File: src/rtl/sram_ctrl_pkg.sv
// Shared types and timing helpers for the burst SRAM controller.
package sram_ctrl_pkg;

    typedef enum logic [2:0] {
        ST_IDLE    = 3'd0,
        ST_RD      = 3'd1,
        ST_WR      = 3'd2,
        ST_WR_WAIT = 3'd3,
        ST_TURN    = 3'd4
    } state_t;

    // Nanoseconds to whole clock cycles, rounded up.
    function automatic int unsigned ns2cyc(input int unsigned ns, input int unsigned clk_period);
        return (ns + clk_period - 1) / clk_period;
    endfunction

    function automatic int unsigned max_f(input int unsigned a, input int unsigned b);
        return (a > b) ? a : b;
    endfunction

    function automatic int unsigned rd_cyc_f(input int unsigned t_rc, input int unsigned clk_period);
        return ns2cyc(t_rc, clk_period);
    endfunction

    function automatic int unsigned wp_cyc_f(input int unsigned t_wp, input int unsigned clk_period);
        return ns2cyc(t_wp, clk_period);
    endfunction

    // Write cycle must leave one setup and one hold cycle around the WE pulse.
    function automatic int unsigned wc_cyc_f(input int unsigned t_wc, input int unsigned t_wp,
                                             input int unsigned clk_period);
        return max_f(ns2cyc(t_wc, clk_period), ns2cyc(t_wp, clk_period) + 2);
    endfunction

endpackage

File: src/rtl/sram_burst_ctrl_if.sv
// Avalon-MM burst slave bundle between interconnect and the SRAM controller.
interface sram_burst_ctrl_if #(
    parameter int unsigned ADDR_W  = 18,
    parameter int unsigned DATA_W  = 16,
    parameter int unsigned BURST_W = 4
);
    localparam int unsigned BE_W = DATA_W / 8;

    logic [ADDR_W-1:0]  avs_address;
    logic               avs_read;
    logic               avs_write;
    logic [DATA_W-1:0]  avs_writedata;
    logic [BE_W-1:0]    avs_byteenable;
    logic [BURST_W-1:0] avs_burstcount;
    logic               avs_waitrequest;
    logic [DATA_W-1:0]  avs_readdata;
    logic               avs_readdatavalid;

    modport master (
        output avs_address, avs_read, avs_write, avs_writedata, avs_byteenable, avs_burstcount,
        input  avs_waitrequest, avs_readdata, avs_readdatavalid
    );

    modport slave (
        input  avs_address, avs_read, avs_write, avs_writedata, avs_byteenable, avs_burstcount,
        output avs_waitrequest, avs_readdata, avs_readdatavalid
    );
endinterface

File: src/rtl/sram_cycle_timer.sv
// Loadable down-counter timing the RD, WR and TURN phases.
module sram_cycle_timer #(
    parameter int unsigned CNT_W = 4
) (
    input  logic             clk,
    input  logic             rst,
    input  logic             start_i,
    input  logic [CNT_W-1:0] load_val_i,
    output logic [CNT_W-1:0] cnt_o,
    output logic             done_o
);
    logic [CNT_W-1:0] cnt_q;
    logic             done_q;

    // Count down to zero after a load; done flags the final cycle of a phase.
    always_ff @(posedge clk or negedge rst) begin
        if (!rst) begin
            cnt_q  <= '0;
            done_q <= 1'b1;
        end else if (start_i) begin
            cnt_q  <= load_val_i;
            done_q <= (load_val_i == '0);
        end else if (cnt_q != '0) begin
            cnt_q  <= cnt_q - CNT_W'(1);
            done_q <= (cnt_q == CNT_W'(1));
        end
    end

    assign cnt_o  = cnt_q;
    assign done_o = done_q;
endmodule

File: src/rtl/sram_burst_ctrl.sv
// Avalon-MM burst slave driving an asynchronous SRAM with byte lanes.
module sram_burst_ctrl
    import sram_ctrl_pkg::*;
#(
    parameter int unsigned CLK_PERIOD = 10,
    parameter int unsigned ADDR_W     = 18,
    parameter int unsigned DATA_W     = 16,
    parameter int unsigned BE_W       = DATA_W / 8,
    parameter int unsigned BURST_W    = 4,
    parameter int unsigned T_RC       = 55,
    parameter int unsigned T_WC       = 55,
    parameter int unsigned T_WP       = 40,
    parameter int unsigned TURN_CYC   = 1
) (
    input  logic              clk,
    input  logic              rst,
    sram_burst_ctrl_if.slave  avs,
    output logic [ADDR_W-1:0] sram_addr_o,
    output logic              sram_ce_n_o,
    output logic              sram_we_n_o,
    output logic              sram_oe_n_o,
    output logic [BE_W-1:0]   sram_be_n_o,
    output logic              sram_data_en_o,
    output logic [DATA_W-1:0] sram_data_o,
    input  logic [DATA_W-1:0] sram_data_i
);
    localparam int unsigned RD_CYC = rd_cyc_f(T_RC, CLK_PERIOD);
    localparam int unsigned WP_CYC = wp_cyc_f(T_WP, CLK_PERIOD);
    localparam int unsigned WC_CYC = wc_cyc_f(T_WC, T_WP, CLK_PERIOD);
    localparam int unsigned TN_CYC = max_f(TURN_CYC, 1);
    localparam int unsigned TMR_W  = $clog2(max_f(max_f(RD_CYC, WC_CYC), TN_CYC) + 1);

    localparam logic [TMR_W-1:0] RD_LOAD = TMR_W'(RD_CYC - 1);
    localparam logic [TMR_W-1:0] WC_LOAD = TMR_W'(WC_CYC - 1);
    localparam logic [TMR_W-1:0] TN_LOAD = TMR_W'(TN_CYC - 1);
    // WE is low in the cycle after any count at or above this value.
    localparam logic [TMR_W-1:0] WE_FROM = TMR_W'(WC_CYC - WP_CYC);

    state_t              state_q, state_d;
    logic [BURST_W-1:0]  beats_q, beats_d, beats_first;
    logic [ADDR_W-1:0]   addr_q, addr_d;
    logic                ce_n_q, ce_n_d, we_n_q, we_n_d, oe_n_q, oe_n_d;
    logic [BE_W-1:0]     be_n_q, be_n_d;
    logic                den_q, den_d;
    logic [DATA_W-1:0]   dout_q, dout_d;
    logic                waitreq_q, waitreq_d;
    logic [DATA_W-1:0]   rdata_q;
    logic                rd_pend_q, rdvalid_q;
    logic                rd_cap, tmr_start, tmr_done, cmd_acc;
    logic [TMR_W-1:0]    tmr_load, tmr_cnt;

    sram_cycle_timer #(.CNT_W(TMR_W)) u_timer (
        .clk        (clk),
        .rst        (rst),
        .start_i    (tmr_start),
        .load_val_i (tmr_load),
        .cnt_o      (tmr_cnt),
        .done_o     (tmr_done)
    );

    assign cmd_acc     = (avs.avs_read | avs.avs_write) & ~waitreq_q;
    assign beats_first = (avs.avs_burstcount == '0) ? BURST_W'(1) : avs.avs_burstcount;

    // Next state plus the pad/handshake values that go with it.
    always_comb begin
        state_d   = state_q;
        beats_d   = beats_q;
        addr_d    = addr_q;
        ce_n_d    = ce_n_q;
        we_n_d    = 1'b1;
        oe_n_d    = oe_n_q;
        be_n_d    = be_n_q;
        den_d     = den_q;
        dout_d    = dout_q;
        waitreq_d = waitreq_q;
        rd_cap    = 1'b0;
        tmr_start = 1'b0;
        tmr_load  = '0;
        case (state_q)
            ST_IDLE: begin
                waitreq_d = 1'b0;
                if (cmd_acc) begin
                    addr_d    = avs.avs_address;
                    beats_d   = beats_first;
                    waitreq_d = 1'b1;
                    ce_n_d    = 1'b0;
                    tmr_start = 1'b1;
                    if (avs.avs_write) begin
                        state_d  = ST_WR;
                        tmr_load = WC_LOAD;
                        den_d    = 1'b1;
                        dout_d   = avs.avs_writedata;
                        be_n_d   = ~avs.avs_byteenable;
                        oe_n_d   = 1'b1;
                    end else begin
                        state_d  = ST_RD;
                        tmr_load = RD_LOAD;
                        oe_n_d   = 1'b0;
                        be_n_d   = '0;
                        den_d    = 1'b0;
                    end
                end
            end
            ST_RD: begin
                if (tmr_done) begin
                    rd_cap    = 1'b1;
                    tmr_start = 1'b1;
                    if (beats_q > BURST_W'(1)) begin
                        beats_d  = beats_q - BURST_W'(1);
                        addr_d   = addr_q + ADDR_W'(1);
                        tmr_load = RD_LOAD;
                    end else begin
                        state_d  = ST_TURN;
                        tmr_load = TN_LOAD;
                        ce_n_d   = 1'b1;
                        oe_n_d   = 1'b1;
                        be_n_d   = '1;
                    end
                end
            end
            ST_WR: begin
                we_n_d = (tmr_cnt < WE_FROM);
                if (tmr_done) begin
                    be_n_d = '1;
                    if (beats_q > BURST_W'(1)) begin
                        state_d   = ST_WR_WAIT;
                        beats_d   = beats_q - BURST_W'(1);
                        addr_d    = addr_q + ADDR_W'(1);
                        waitreq_d = 1'b0;
                    end else begin
                        state_d   = ST_TURN;
                        tmr_start = 1'b1;
                        tmr_load  = TN_LOAD;
                        ce_n_d    = 1'b1;
                        den_d     = 1'b0;
                    end
                end
            end
            ST_WR_WAIT: begin
                if (avs.avs_write) begin
                    state_d   = ST_WR;
                    waitreq_d = 1'b1;
                    dout_d    = avs.avs_writedata;
                    be_n_d    = ~avs.avs_byteenable;
                    tmr_start = 1'b1;
                    tmr_load  = WC_LOAD;
                end
            end
            ST_TURN: begin
                if (tmr_done) begin
                    state_d   = ST_IDLE;
                    waitreq_d = 1'b0;
                end
            end
            default: begin
                state_d   = ST_IDLE;
                ce_n_d    = 1'b1;
                oe_n_d    = 1'b1;
                be_n_d    = '1;
                den_d     = 1'b0;
                waitreq_d = 1'b1;
            end
        endcase
    end

    // State and registered pad/handshake outputs.
    always_ff @(posedge clk or negedge rst) begin
        if (!rst) begin
            state_q   <= ST_IDLE;
            beats_q   <= '0;
            addr_q    <= '0;
            ce_n_q    <= 1'b1;
            we_n_q    <= 1'b1;
            oe_n_q    <= 1'b1;
            be_n_q    <= '1;
            den_q     <= 1'b0;
            dout_q    <= '0;
            waitreq_q <= 1'b1;
        end else begin
            state_q   <= state_d;
            beats_q   <= beats_d;
            addr_q    <= addr_d;
            ce_n_q    <= ce_n_d;
            we_n_q    <= we_n_d;
            oe_n_q    <= oe_n_d;
            be_n_q    <= be_n_d;
            den_q     <= den_d;
            dout_q    <= dout_d;
            waitreq_q <= waitreq_d;
        end
    end

    // Read return: capture pads at end of a read cycle, flag valid one cycle later.
    always_ff @(posedge clk or negedge rst) begin
        if (!rst) begin
            rdata_q   <= '0;
            rd_pend_q <= 1'b0;
            rdvalid_q <= 1'b0;
        end else begin
            if (rd_cap) begin
                rdata_q <= sram_data_i;
            end
            rd_pend_q <= rd_cap;
            rdvalid_q <= rd_pend_q;
        end
    end

    assign avs.avs_waitrequest   = waitreq_q;
    assign avs.avs_readdata      = rdata_q;
    assign avs.avs_readdatavalid = rdvalid_q;
    assign sram_addr_o           = addr_q;
    assign sram_ce_n_o           = ce_n_q;
    assign sram_we_n_o           = we_n_q;
    assign sram_oe_n_o           = oe_n_q;
    assign sram_be_n_o           = be_n_q;
    assign sram_data_en_o        = den_q;
    assign sram_data_o           = dout_q;
endmodule

File: src/flat_wrapper.sv
// flat-port wrapper written by rule: the top's interface ports become plain ports
module sram_burst_ctrl_flat import sram_ctrl_pkg::*;
#(
    parameter int unsigned CLK_PERIOD = 10,
    parameter int unsigned ADDR_W     = 18,
    parameter int unsigned DATA_W     = 16,
    parameter int unsigned BE_W       = DATA_W / 8,
    parameter int unsigned BURST_W    = 4,
    parameter int unsigned T_RC       = 55,
    parameter int unsigned T_WC       = 55,
    parameter int unsigned T_WP       = 40,
    parameter int unsigned TURN_CYC   = 1
)
  (clk, rst, sram_addr_o, sram_ce_n_o, sram_we_n_o, sram_oe_n_o, sram_be_n_o, sram_data_en_o, sram_data_o, sram_data_i, avs_avs_address, avs_avs_read, avs_avs_write, avs_avs_writedata, avs_avs_byteenable, avs_avs_burstcount, avs_avs_waitrequest, avs_avs_readdata, avs_avs_readdatavalid);
  sram_burst_ctrl_if #(.ADDR_W(ADDR_W), .DATA_W(DATA_W), .BURST_W(BURST_W)) avs_i ();
  input  logic clk;
  input  logic rst;
  output logic [ADDR_W-1:0] sram_addr_o;
  output logic sram_ce_n_o;
  output logic sram_we_n_o;
  output logic sram_oe_n_o;
  output logic [BE_W-1:0] sram_be_n_o;
  output logic sram_data_en_o;
  output logic [DATA_W-1:0] sram_data_o;
  input  logic [DATA_W-1:0] sram_data_i;
  input wire logic [$bits(avs_i.avs_address)-1:0] avs_avs_address;
  input wire logic [$bits(avs_i.avs_read)-1:0] avs_avs_read;
  input wire logic [$bits(avs_i.avs_write)-1:0] avs_avs_write;
  input wire logic [$bits(avs_i.avs_writedata)-1:0] avs_avs_writedata;
  input wire logic [$bits(avs_i.avs_byteenable)-1:0] avs_avs_byteenable;
  input wire logic [$bits(avs_i.avs_burstcount)-1:0] avs_avs_burstcount;
  output wire logic [$bits(avs_i.avs_waitrequest)-1:0] avs_avs_waitrequest;
  output wire logic [$bits(avs_i.avs_readdata)-1:0] avs_avs_readdata;
  output wire logic [$bits(avs_i.avs_readdatavalid)-1:0] avs_avs_readdatavalid;
  assign avs_i.avs_address = avs_avs_address;
  assign avs_i.avs_read = avs_avs_read;
  assign avs_i.avs_write = avs_avs_write;
  assign avs_i.avs_writedata = avs_avs_writedata;
  assign avs_i.avs_byteenable = avs_avs_byteenable;
  assign avs_i.avs_burstcount = avs_avs_burstcount;
  assign avs_avs_waitrequest = avs_i.avs_waitrequest;
  assign avs_avs_readdata = avs_i.avs_readdata;
  assign avs_avs_readdatavalid = avs_i.avs_readdatavalid;
  sram_burst_ctrl #(.CLK_PERIOD(CLK_PERIOD), .ADDR_W(ADDR_W), .DATA_W(DATA_W), .BE_W(BE_W), .BURST_W(BURST_W), .T_RC(T_RC), .T_WC(T_WC), .T_WP(T_WP), .TURN_CYC(TURN_CYC)) u_core (.clk(clk), .rst(rst), .avs(avs_i), .sram_addr_o(sram_addr_o), .sram_ce_n_o(sram_ce_n_o), .sram_we_n_o(sram_we_n_o), .sram_oe_n_o(sram_oe_n_o), .sram_be_n_o(sram_be_n_o), .sram_data_en_o(sram_data_en_o), .sram_data_o(sram_data_o), .sram_data_i(sram_data_i));
endmodule
File: config.mk
export PLATFORM = sky130hd
export DESIGN_NAME = sram_burst_ctrl_flat
export DESIGN_NICKNAME = d
export VERILOG_FILES = /design/src/rtl/sram_ctrl_pkg.sv /design/src/rtl/sram_burst_ctrl_if.sv /design/src/rtl/sram_cycle_timer.sv /design/src/rtl/sram_burst_ctrl.sv /design/src/flat_wrapper.sv
export SDC_FILE = /design/constraint.sdc
export NUM_CORES = 1
export LEC_CHECK = 0
export CAP_MARGIN = 20
export CORE_AREA = 10 10 100 102
export DETAILED_ROUTE_END_ITERATION = 7
export DIE_AREA = 0 0 110 112
export PLACE_DENSITY = 0.79
export SKIP_LAST_GASP = 1
export SYNTH_ARGS = -nofsm -noshare
export SYNTH_HDL_FRONTEND = slang
export SYNTH_SLANG_ARGS = --single-unit
File: constraint.sdc
create_clock -name clk -period 2.5 [get_ports clk]
set_input_delay 0.75 -clock clk [delete_from_list [all_inputs] [get_ports clk]]
set_output_delay 0.75 -clock clk [all_outputs]
set_load 0.01 [all_outputs]
==> flow_metrics.env, run 1 <==
export IMPL_vias=3221
export IMPL_avgSynthCellArea_um2=10.18
export IMPL_min_period_over_period=0.8912
export IMPL_wl_per_cell_um=17.32
export IMPL_dp_cells=571
export IMPL_critPathKind="register to output port"
export IMPL_power_density_mw_per_mm2=1337
export IMPL_synth_edff_count=0
export IMPL_place_congestion=0.8252
export IMPL_cts_buffers=9
export IMPL_core_mm2=0.008051
export IMPL_synthArstFlopShare=1.000
export IMPL_pwr_share_comb=0.555
export IMPL_reg2reg_slack_ns=0.32
export IMPL_syn_inst=357
export IMPL_clkTransAtPathRegs_ns=0.08
export IMPL_rows=33
export IMPL_status="finished clean"
export IMPL_cp_slowest_stage_delay_ns=0.59
export IMPL_grt_overflow=0
export IMPL_fp_dieW_um=110
export IMPL_fin_nets=543
export IMPL_worst_slew_pin_slew_ns=0.5881
export IMPL_synth_ff_type="dfrtp_1"
export IMPL_total_leakage_power_nw=2.136
export IMPL_arrival_ns=1.48
export IMPL_final_cell_mix="clkdlybuf4s50_1, dfrtp_1, a21oi_1"
export IMPL_maxSlewViolCount=0
export IMPL_setup_violations=0
export IMPL_p_int_w=0.004135
export IMPL_timing_setup_tns_ns=0
export IMPL_first_pass_iters=4
export IMPL_cp_buffers_inverters=1
export IMPL_antenna_found_initial=0
export IMPL_crit_slowest_cell="dfstp_2"
export IMPL_clk_latency_ns=0.35
export IMPL_peakVddDrop_uv=615.9
export IMPL_first_global_vias=3268
export IMPL_critPathRequiredTime_ns=1.75
export IMPL_cts_root_buf="clkbuf_8"
export IMPL_layout_commonest_cell="clkdlybuf4s50_1"
export IMPL_fillCellCount=688
export IMPL_dp_hpwl_um=7655
export IMPL_drc=0
export IMPL_critPathTopFamily="flip-flops"
export IMPL_pwr_share_clk=0.129
export IMPL_grt_pass1_wl_um=16520
export IMPL_switching_share=0.4005
export IMPL_drtAntennaViolNets=0
export IMPL_area_delta_synth_final_pct=42.01
export IMPL_pwr_share_seq=0.316
export IMPL_end_kind="output port"
export IMPL_htree_num_levels=3
export IMPL_period_minus_slack_ns=2.228
export IMPL_initial_core_util=0.4513
export IMPL_yosysSeqAreaShare=0.4845
export IMPL_diodes=0
export IMPL_synth_distinct_cells=54
export IMPL_grt_max_degree=45
export IMPL_crit_chain="clkdlybuf4s50_1"
export IMPL_tritoncts="built"
export IMPL_placement_io_buffers=117
export IMPL_hold_violations=0
export IMPL_multi_input_area_mm2=0.001708
export IMPL_startpoint_type="register"
export IMPL_hold_path_class="register to register"
export IMPL_synth_nets=423
export IMPL_max_cap_violations=0
export IMPL_p_sw_w=0.002763
export IMPL_cts_sinks=70
export IMPL_relSlewSlack=0.6080
export IMPL_drt_iter0_drc=207
export IMPL_synth_area_mm2=0.003633
export IMPL_drt_total_wl_um=10150
export IMPL_yosys_register_bits=70
export IMPL_final_cells=586
export IMPL_ys_warn_count=0
export IMPL_seq_area_mm2=0.001760
export IMPL_worstPathMaxFanout=6
export IMPL_fmax_mhz=448.9
export IMPL_fp_dieH_um=112
export IMPL_cts_resized=0
export IMPL_cts_hold_buffers_added=0
export IMPL_grt_usage=0.1635
export IMPL_drive_gt1_frac=0.1746
export IMPL_clk_path_buf_depth=2
export IMPL_dieArea_mm2=0.01232
export IMPL_cts_setup_buffers=0
export IMPL_finalClockSkew_ns=0.009686
export IMPL_rsz0062_at_grt="no"
export IMPL_ios=118
export IMPL_vias_per_cell=5.497
[worst register-to-register path, delay by kind of cell, from the launching register on]
kind | cells | cell delay, ns
simple gates | 2 | 0.52
compound gates | 3 | 0.70
fa+ha+maj | 1 | 0.25
buf+inv | 2 | 0.28
flops | 1 | 0.36
[cells by family after synthesis]
| kind of cell | Yosys count | share of synthesized area |
|---|---|---|
| AOI/OAI and AO/OA | 105 | 0.1935 |
| DFF | 70 | 0.4845 |
| adders and majority gates | 6 | 0.02066 |
| and+or+nand+nor | 104 | 0.1412 |
| xor gates and xnor gates | 1 | 0.002411 |
| buffers and inverters | 36 | 0.05027 |
| muxes | 35 | 0.1074 |
[per-stage QoR]
step	power (W)	utilization	cell area (um^2)	hold WS, ns	worst slack [ns]
4_1_cts	0.006957	0.6409	5160	0.3727	0.2551
5_1_grt	0.007429	0.6409	5160	0.3868	0.2132
3_3_place_gp	0.005896	0.6176	4972	0.3378	0.07498
6_report	0.006898	0.6409	5160	0.3631	0.2721
3_5_place_dp	0.006041	0.6176	4972	0.3364	0.06608
2_1_floorplan	0.004437	-	3633	0.3312	0.3881
[cells in the mapped netlist, types with 5 or more instances]
| cell | count | share of area |
|---|---|---|
| inv_1 | 11 | 0.011 |
| nand2b_1 | 5 | 0.0086 |
| mux2_2 | 32 | 0.099 |
| o22ai_1 | 11 | 0.019 |
| dfstp_2 | 7 | 0.051 |
| o21ai_1 | 6 | 0.0083 |
| buf_2 | 8 | 0.011 |
| ha_1 | 6 | 0.021 |
| a2bb2oi_1 | 9 | 0.022 |
| clkbuf_1 | 9 | 0.0093 |
| a31oi_1 | 6 | 0.010 |
| o21ai_0 | 12 | 0.017 |
| nand3_1 | 16 | 0.022 |
| nand2_1 | 35 | 0.036 |
| nor2_1 | 19 | 0.020 |
| a21oi_1 | 36 | 0.050 |
| dfrtp_1 | 63 | 0.43 |
[registers in the layout, indices dropped and copies added (netlist names), 2 cells and up]
| signal | count |
|---|---|
| u_core.state_q | 3 |
| u_core.u_timer.cnt_o | 3 |
| u_core.sram_data_o | 16 |
| u_core.sram_be_n_o | 2 |
| u_core.avs.avs_readdata | 16 |
| u_core.sram_addr_o | 18 |
| u_core.beats_q | 4 |
[power groups by stage]
stage	sequential (W)	combinational [W]	clock, W
floorplan	0.00228	0.00216	0
global placement	0.00215	0.00375	0
detailed placement	0.00219	0.00385	0
CTS	0.00218	0.00386	0.000913
global route	0.00226	0.00419	0.000973
finish	0.00218	0.00383	0.000888
[worst paths after layout]
check	start	endpoint	cells past startpoint
max in group asynchronous	rst	u_core.sram_be_n_o[1]$_DFFE_PN1P_	2
min reg2reg	u_core.rd_pend_q$_DFF_PN0_	u_core.avs.avs_readdatavalid$_DFF_PN0_	0
min	u_core.rd_pend_q$_DFF_PN0_	u_core.avs.avs_readdatavalid$_DFF_PN0_	0
max reg2reg	u_core.beats_q[0]$_DFFE_PN0P_	u_core.sram_addr_o[9]$_DFFE_PN0P_	8
max	u_core.avs.avs_waitrequest$_DFFE_PN1P_	avs_avs_waitrequest	1
min in group asynchronous	rst	u_core.avs.avs_readdata[15]$_DFFE_PN0P_	1
[metal layers]
| layer | global-route usage | part of all wire | up-vias |
|---|---|---|---|
| met5 | 0 | 0 | - |
| met4 | 0.04514 | 0.0082 | 0 |
| met3 | 0.05306 | 0.083 | 6 |
| li1 | - | - | 1552 |
| met1 | 0.2050 | 0.41 | 1548 |
| met2 | 0.2614 | 0.49 | 115 |
[area by class of cell]
cell class,instances,share of cell area
Clock buffer,9,0.02401
Clock inverter,6,0.01237
Inverter,11,0.008002
Multi-Input combinational cell,251,0.3310
Sequential cell,70,0.3412
Tap cell,105,0.02546
Timing Repair Buffer,134,0.2580
Note: power is estimated with default switching activity, not from simulation.
==> run 2: changes to the inputs <==
--- a/config.mk
+++ b/config.mk
@@ -10,7 +10,6 @@
 export DETAILED_ROUTE_END_ITERATION = 7
 export DIE_AREA = 0 0 110 112
 export PLACE_DENSITY = 0.79
-export SKIP_LAST_GASP = 1
 export SYNTH_ARGS = -nofsm -noshare
 export SYNTH_HDL_FRONTEND = slang
 export SYNTH_SLANG_ARGS = --single-unit
==> results of run 2 <==
Final layout, timing and power as in run 1 (identical DEF).
==> run 3: changes to the inputs <==
--- a/config.mk
+++ b/config.mk
@@ -6,10 +6,11 @@
 export NUM_CORES = 1
 export LEC_CHECK = 0
 export CAP_MARGIN = 20
-export CORE_AREA = 10 10 100 102
+export CORE_AREA = 10 10 74 139
 export DETAILED_ROUTE_END_ITERATION = 7
-export DIE_AREA = 0 0 110 112
+export DIE_AREA = 0 0 84 149
 export PLACE_DENSITY = 0.79
+export SKIP_CTS_REPAIR_TIMING = 1
 export SYNTH_ARGS = -nofsm -noshare
 export SYNTH_HDL_FRONTEND = slang
 export SYNTH_SLANG_ARGS = --single-unit
==> run 3 against run 2 <==
Effect of this change:
- non-clock buffer count is 2 lower
- register-to-register slack is essentially flat
- total power up 5.2%
- via count grew 1.1%
==> flow_metrics.env, run 3 (synthesis gave the netlist of run 1 again) <==
export IMPL_antenna_found_initial=0
export IMPL_wl_per_cell_um=17.15
export IMPL_fp_dieH_um=149
export IMPL_cp_buffers_inverters=1
export IMPL_first_global_vias=3329
export IMPL_initial_core_util=0.4477
export IMPL_worstPathMaxFanout=6
export IMPL_vias=3257
export IMPL_rows=47
export IMPL_r2r_start="u_core.beats_q[0]$_DFFE_PN0P_"
export IMPL_min_period_over_period=0.8852
export IMPL_pwr_share_comb=0.523
export IMPL_reg2reg_slack_ns=0.31
export IMPL_crit_slowest_cell="dfstp_2"
export IMPL_switching_share=0.3861
export IMPL_core_mm2=0.008115
export IMPL_pwr_share_seq=0.302
export IMPL_grt_usage=0.1583
export IMPL_dieArea_mm2=0.01252
export IMPL_total_leakage_power_nw=2.182
export IMPL_arrival_ns=1.46
export IMPL_critPathRequiredTime_ns=1.75
export IMPL_drc=0
export IMPL_cts_buffers=9
export IMPL_clk_latency_ns=0.34
export IMPL_timing_setup_tns_ns=0
export IMPL_htree_num_levels=3
export IMPL_peakVddDrop_uv=842.8
export IMPL_layout_commonest_cell="clkdlybuf4s50_1"
export IMPL_grt_max_degree=43
export IMPL_p_int_w=0.004455
export IMPL_hold_start="u_core.rd_pend_q$_DFF_PN0_"
export IMPL_ios=118
export IMPL_p_sw_w=0.002801
export IMPL_grt_overflow=0
export IMPL_first_pass_iters=7
export IMPL_drt_iter0_drc=206
export IMPL_power_density_mw_per_mm2=1382
export IMPL_area_delta_synth_final_pct=44.49
export IMPL_reg2regPathDepth=8
export IMPL_holdPathEnd="u_core.avs.avs_readdatavalid$_DFF_PN0_"
export IMPL_crit_chain="clkdlybuf4s50_1"
export IMPL_cts_sinks=70
export IMPL_startpoint_type="register"
export IMPL_hold_path_class="register to register"
export IMPL_fmax_mhz=451.9
export IMPL_status="finished clean"
export IMPL_drtAntennaViolNets=0
export IMPL_setup_violations=0
export IMPL_place_congestion=0.8747
export IMPL_dp_hpwl_um=7382
export IMPL_setup_slack_ns=0.2871
export IMPL_relSlewSlack=0.6537
export IMPL_pre_cts_slack_ns=0.09857
export IMPL_cp_slowest_stage_delay_ns=0.58
export IMPL_pwr_share_clk=0.175
export IMPL_rr_endpoint="u_core.sram_addr_o[0]$_DFFE_PN0P_"
export IMPL_fillCellCount=686
export IMPL_critPathTopFamily="flip-flops"
export IMPL_hold_path_depth=0
export IMPL_drt_total_wl_um=9911
export IMPL_hold_violations=0
export IMPL_clkTransAtPathRegs_ns=0.06
export IMPL_clk_path_buf_depth=2
export IMPL_period_minus_slack_ns=2.213
export IMPL_worst_slew_pin_slew_ns=0.5194
export IMPL_maxSlewViolCount=0
export IMPL_max_cap_violations=0
export IMPL_diodes=0
export IMPL_end_kind="output port"
export IMPL_final_cell_mix="clkdlybuf4s50_1, dfrtp_1, a21oi_1"
export IMPL_rsz0062_at_grt="no"
export IMPL_fp_dieW_um=84
export IMPL_critPathKind="register to output port"
export IMPL_grt_pass1_wl_um=16490
export IMPL_finalClockSkew_ns=0.009621
export IMPL_drive_gt1_frac=0.1708
export IMPL_fin_util=0.6469
export IMPL_fin_nets=541
export IMPL_vias_per_cell=5.635
export IMPL_placement_io_buffers=117
export IMPL_cts_root_buf="clkbuf_16"
export IMPL_tritoncts="built"
export IMPL_largest_register_ffs=18
run 3: cell count changes in the layout (fill, tap and decap cells not counted), sizes merged:
cell and delta:
buf -2, clkinvlp -2, clkbuf +1, clkinv +1
inv +1
run 3: power by group through the flow:
stage	Combinational, W	Clock, W	Sequential (W)
floorplan	0.00216	0	0.00228
global placement	0.00374	0	0.00216
detailed placement	0.00381	0	0.00220
CTS	0.00384	0.00130	0.00220
global route	0.00416	0.00134	0.00228
finish	0.00379	0.00127	0.00219
run 3: cell type report:
class                           count  area (um^2)  share of cell area
Sequential cell                    70         1760              0.3353
Multi-Input combinational cell    251         1708              0.3253
Timing Repair Buffer              132         1319              0.2512
Clock buffer                       10        229.0             0.04361
Tap cell                           98        122.6             0.02336
Clock inverter                      6        70.07             0.01335
Inverter                           11        41.29            0.007865
run 3: routing by layer:
| layer | wire length [um] | share of wire | track usage |
|---|---|---|---|
| met5 | 0 | 0 | 0 |
| met4 | 138 | 0.014 | 0.05219 |
| met1 | 4313 | 0.44 | 0.1995 |
| met2 | 4661 | 0.47 | 0.2415 |
| met3 | 798 | 0.081 | 0.06182 |
run 3: worst max path at each step:
stage / start / to / slack (ns) / cells after the start
after floorplan: avs_avs_write / u_core.beats_q[2]$_DFFE_PN0P_ / 0.39 / 9
after global placement: avs_avs_read / u_core.sram_addr_o[12]$_DFFE_PN0P_ / 0.12 / 7
after detailed placement: avs_avs_read / u_core.sram_addr_o[12]$_DFFE_PN0P_ / 0.1 / 7
after CTS: u_core.avs.avs_waitrequest$_DFFE_PN1P_ / avs_avs_waitrequest / 0.27 / 1
after global routing: u_core.beats_q[0]$_DFFE_PN0P_ / u_core.sram_addr_o[1]$_DFFE_PN0P_ / 0.16 / 8
final: u_core.avs.avs_waitrequest$_DFFE_PN1P_ / avs_avs_waitrequest / 0.29 / 1
run 3: through the flow:
step	area, um^2	hold slack, ns	cells	total power [W]
finish	5250	0.3628	578	0.007256
global route	5250	0.3670	578	0.007785
CTS	5250	0.3610	578	0.007336
detailed placement	4951	0.3465	562	0.006012
global placement	4951	0.3393	562	0.005901
floorplan	3633	0.3312	357	0.004437
run 3: worst reg2reg max path, cell delays in order (launching register included):
cell     delay, ns
dfrtp_1       0.36
inv_1         0.09
ha_1          0.24
or2_1         0.29
and2_4        0.21
o32ai_4       0.42
buf_4         0.26
o21ai_0       0.10
mux2i_1       0.15
==> patch: new RTL, config.mk and constraints of run 3 <==
`CLK_PERIOD` is set to 10 in 2 places; all go to 20.
--- a/src/rtl/sram_burst_ctrl.sv
+++ b/src/rtl/sram_burst_ctrl.sv
@@ -2,7 +2,7 @@
 module sram_burst_ctrl
     import sram_ctrl_pkg::*;
 #(
-    parameter int unsigned CLK_PERIOD = 10,
+    parameter int unsigned CLK_PERIOD = 20,
     parameter int unsigned ADDR_W     = 18,
     parameter int unsigned DATA_W     = 16,
     parameter int unsigned BE_W       = DATA_W / 8,
--- a/src/flat_wrapper.sv
+++ b/src/flat_wrapper.sv
@@ -1,7 +1,7 @@
 // flat-port wrapper written by rule: the top's interface ports become plain ports
 module sram_burst_ctrl_flat import sram_ctrl_pkg::*;
 #(
-    parameter int unsigned CLK_PERIOD = 10,
+    parameter int unsigned CLK_PERIOD = 20,
     parameter int unsigned ADDR_W     = 18,
     parameter int unsigned DATA_W     = 16,
     parameter int unsigned BE_W       = DATA_W / 8,
Check against the original RTL: not equivalent (Yosys sat finds a counterexample within 10 cycles, from zero or initial values and one cycle with rst low).
==> patch against run 3 <==
Non-clock buffer count decreased by 1; register-to-register slack gained 0.08 ns; setup slack worse by 0.0025 ns; final area fell by 2.4%; sequential cell count unchanged; sequential share of layout area grew 0.82 points; synthesized area down 2.9%; wire length is 6.5% lower; power fell by 5.8%; die area stayed put; critical path type unchanged; largest cell class unchanged.
==> patch: results (changes against run 3) <==
logic_synthesis:
  async_reset_ff_frac: 1.000  # unchanged
  syn_nets: 414  # -2.1%
  synthMuxAreaShare: 0.1078  # +0.0004016
  synth.area.top_cells: "dfrtp_1 (45%), mux2_2 (10%), dfstp_2 (5.2%), a21oi_1 (3.7%), o21ai_0 (3.5%)"
  seq_area_frac_synth: 0.4991  # +0.01461
  synth_common_cells: "dfrtp_1 (63), mux2_2 (32), a21oi_1 (26), nand2_1 (26), o21ai_0 (25)"
  synth_xor_area_frac: 0.002483  # +0.00007268
  ys_warn_count: 0  # unchanged
  synth_cell_type_count: 54  # unchanged
  synthAdderAreaFrac: 0.02128  # +0.0006230
  synth_compound_area_frac: 0.1827  # -0.01084
routing:
  via_per_inst: 5.463  # -3.0%
  drt_iter0_drc: 207  # +0.49%
  met3RoutedLength_mm: 1.075  # +35%
  wl_met2_mm: 4.067  # -13%
  drtPass1Iterations: 4  # -3
  route.detailed.wl_per_inst_um: 16.20  # -5.5%
  wl_met1_mm: 3.998  # -7.3%
clock_network:
  clk_path_buf_depth: 2  # unchanged
  clkTransAtPathRegs_ns: 0.05
  cts.htree.levels: 3  # unchanged
  root_buffer: "clkbuf_16"
run_status:
  outcome: "complete, no violations"
power_and_ir_drop:
  seq-power_mw: 2.16
  clock_power_mw: 1.15  # -9%
  p_leak_nw: 2.134  # -2.2%
  p_int_mw: 4.256  # -4.5%
  irDropWorstVdd_v: 0.0007079  # -16%
critical_path:
  cp-endpoint: "avs_avs_waitrequest"
  slowest_stage: "dfstp_2"
  r2r_setup_slack_ns: 0.39  # +0.08 ns
  timing.rr.end: "u_core.sram_addr_o[10]"
  path_buf_inv: 1  # unchanged
  crit_fanout: 7  # +1
  r2r_start: "u_core.state_q[1]"
  r2r_cells: 6  # -2
global_routing:
  grt_use_total: 0.1502  # -0.008044
  grt_max_degree: 71  # +65%
  overflow: 0  # unchanged
  grt_pass1_wl_mm: 15.81  # -4.1%
  grt_pass1_vias: 3215  # -3.4%
  grtUsageMet2: 0.2234  # -0.01810
  use_met3: 0.08589  # +0.02407
  grt_util_met1: 0.1766  # -0.02297
cells_and_area:
  drive_gt1_frac: 0.1603  # -0.01050
  n_fill_cell: 652  # -5.0%
  fin_nets: 535  # -1.1%
  largest_reg_flops: 18  # unchanged
timing:
  post-route-period-util: 0.8862  # +0.001005
  clock_skew_ns: 0.006124  # -0.003497 ns
  tightest_slew_ns: 0.5887  # +0.06923 ns
worst_hold_path:
  min_from: "u_core.rd_pend_q"
  hp-class: "flop to flop"
placement:
  place_ws_ns: 0.02899  # -0.06958 ns
  gp_congestion: 0.8633  # -1.3%
  hpwl_mm: 6.892  # -6.6%
patch: area by class of cell:
type | instances | area [µm²] | area share
repair buffers | 131 | 1296 | 0.2529
clock buffers | 12 | 246.5 | 0.04810
multi-input cells | 247 | 1639 | 0.3198
flip-flops and latches | 70 | 1760 | 0.3435
clock inverters | 4 | 22.52 | 0.004395
well taps | 98 | 122.6 | 0.02393
inverters | 10 | 37.54 | 0.007324
patch: per-stage QoR:
step	hold WS [ns]	power [mW]	util	cell area [µm²]	instances
2_1_floorplan	0.3312	4.147	-	3527	348
3_3_place_gp	0.3340	5.644	0.5977	4851	556
3_5_place_dp	0.3371	5.721	0.5977	4851	556
4_1_cts	0.3493	6.908	0.6309	5120	572
5_1_grt	0.3592	7.408	0.6315	5125	572
6_report	0.3472	6.834	0.6315	5125	572
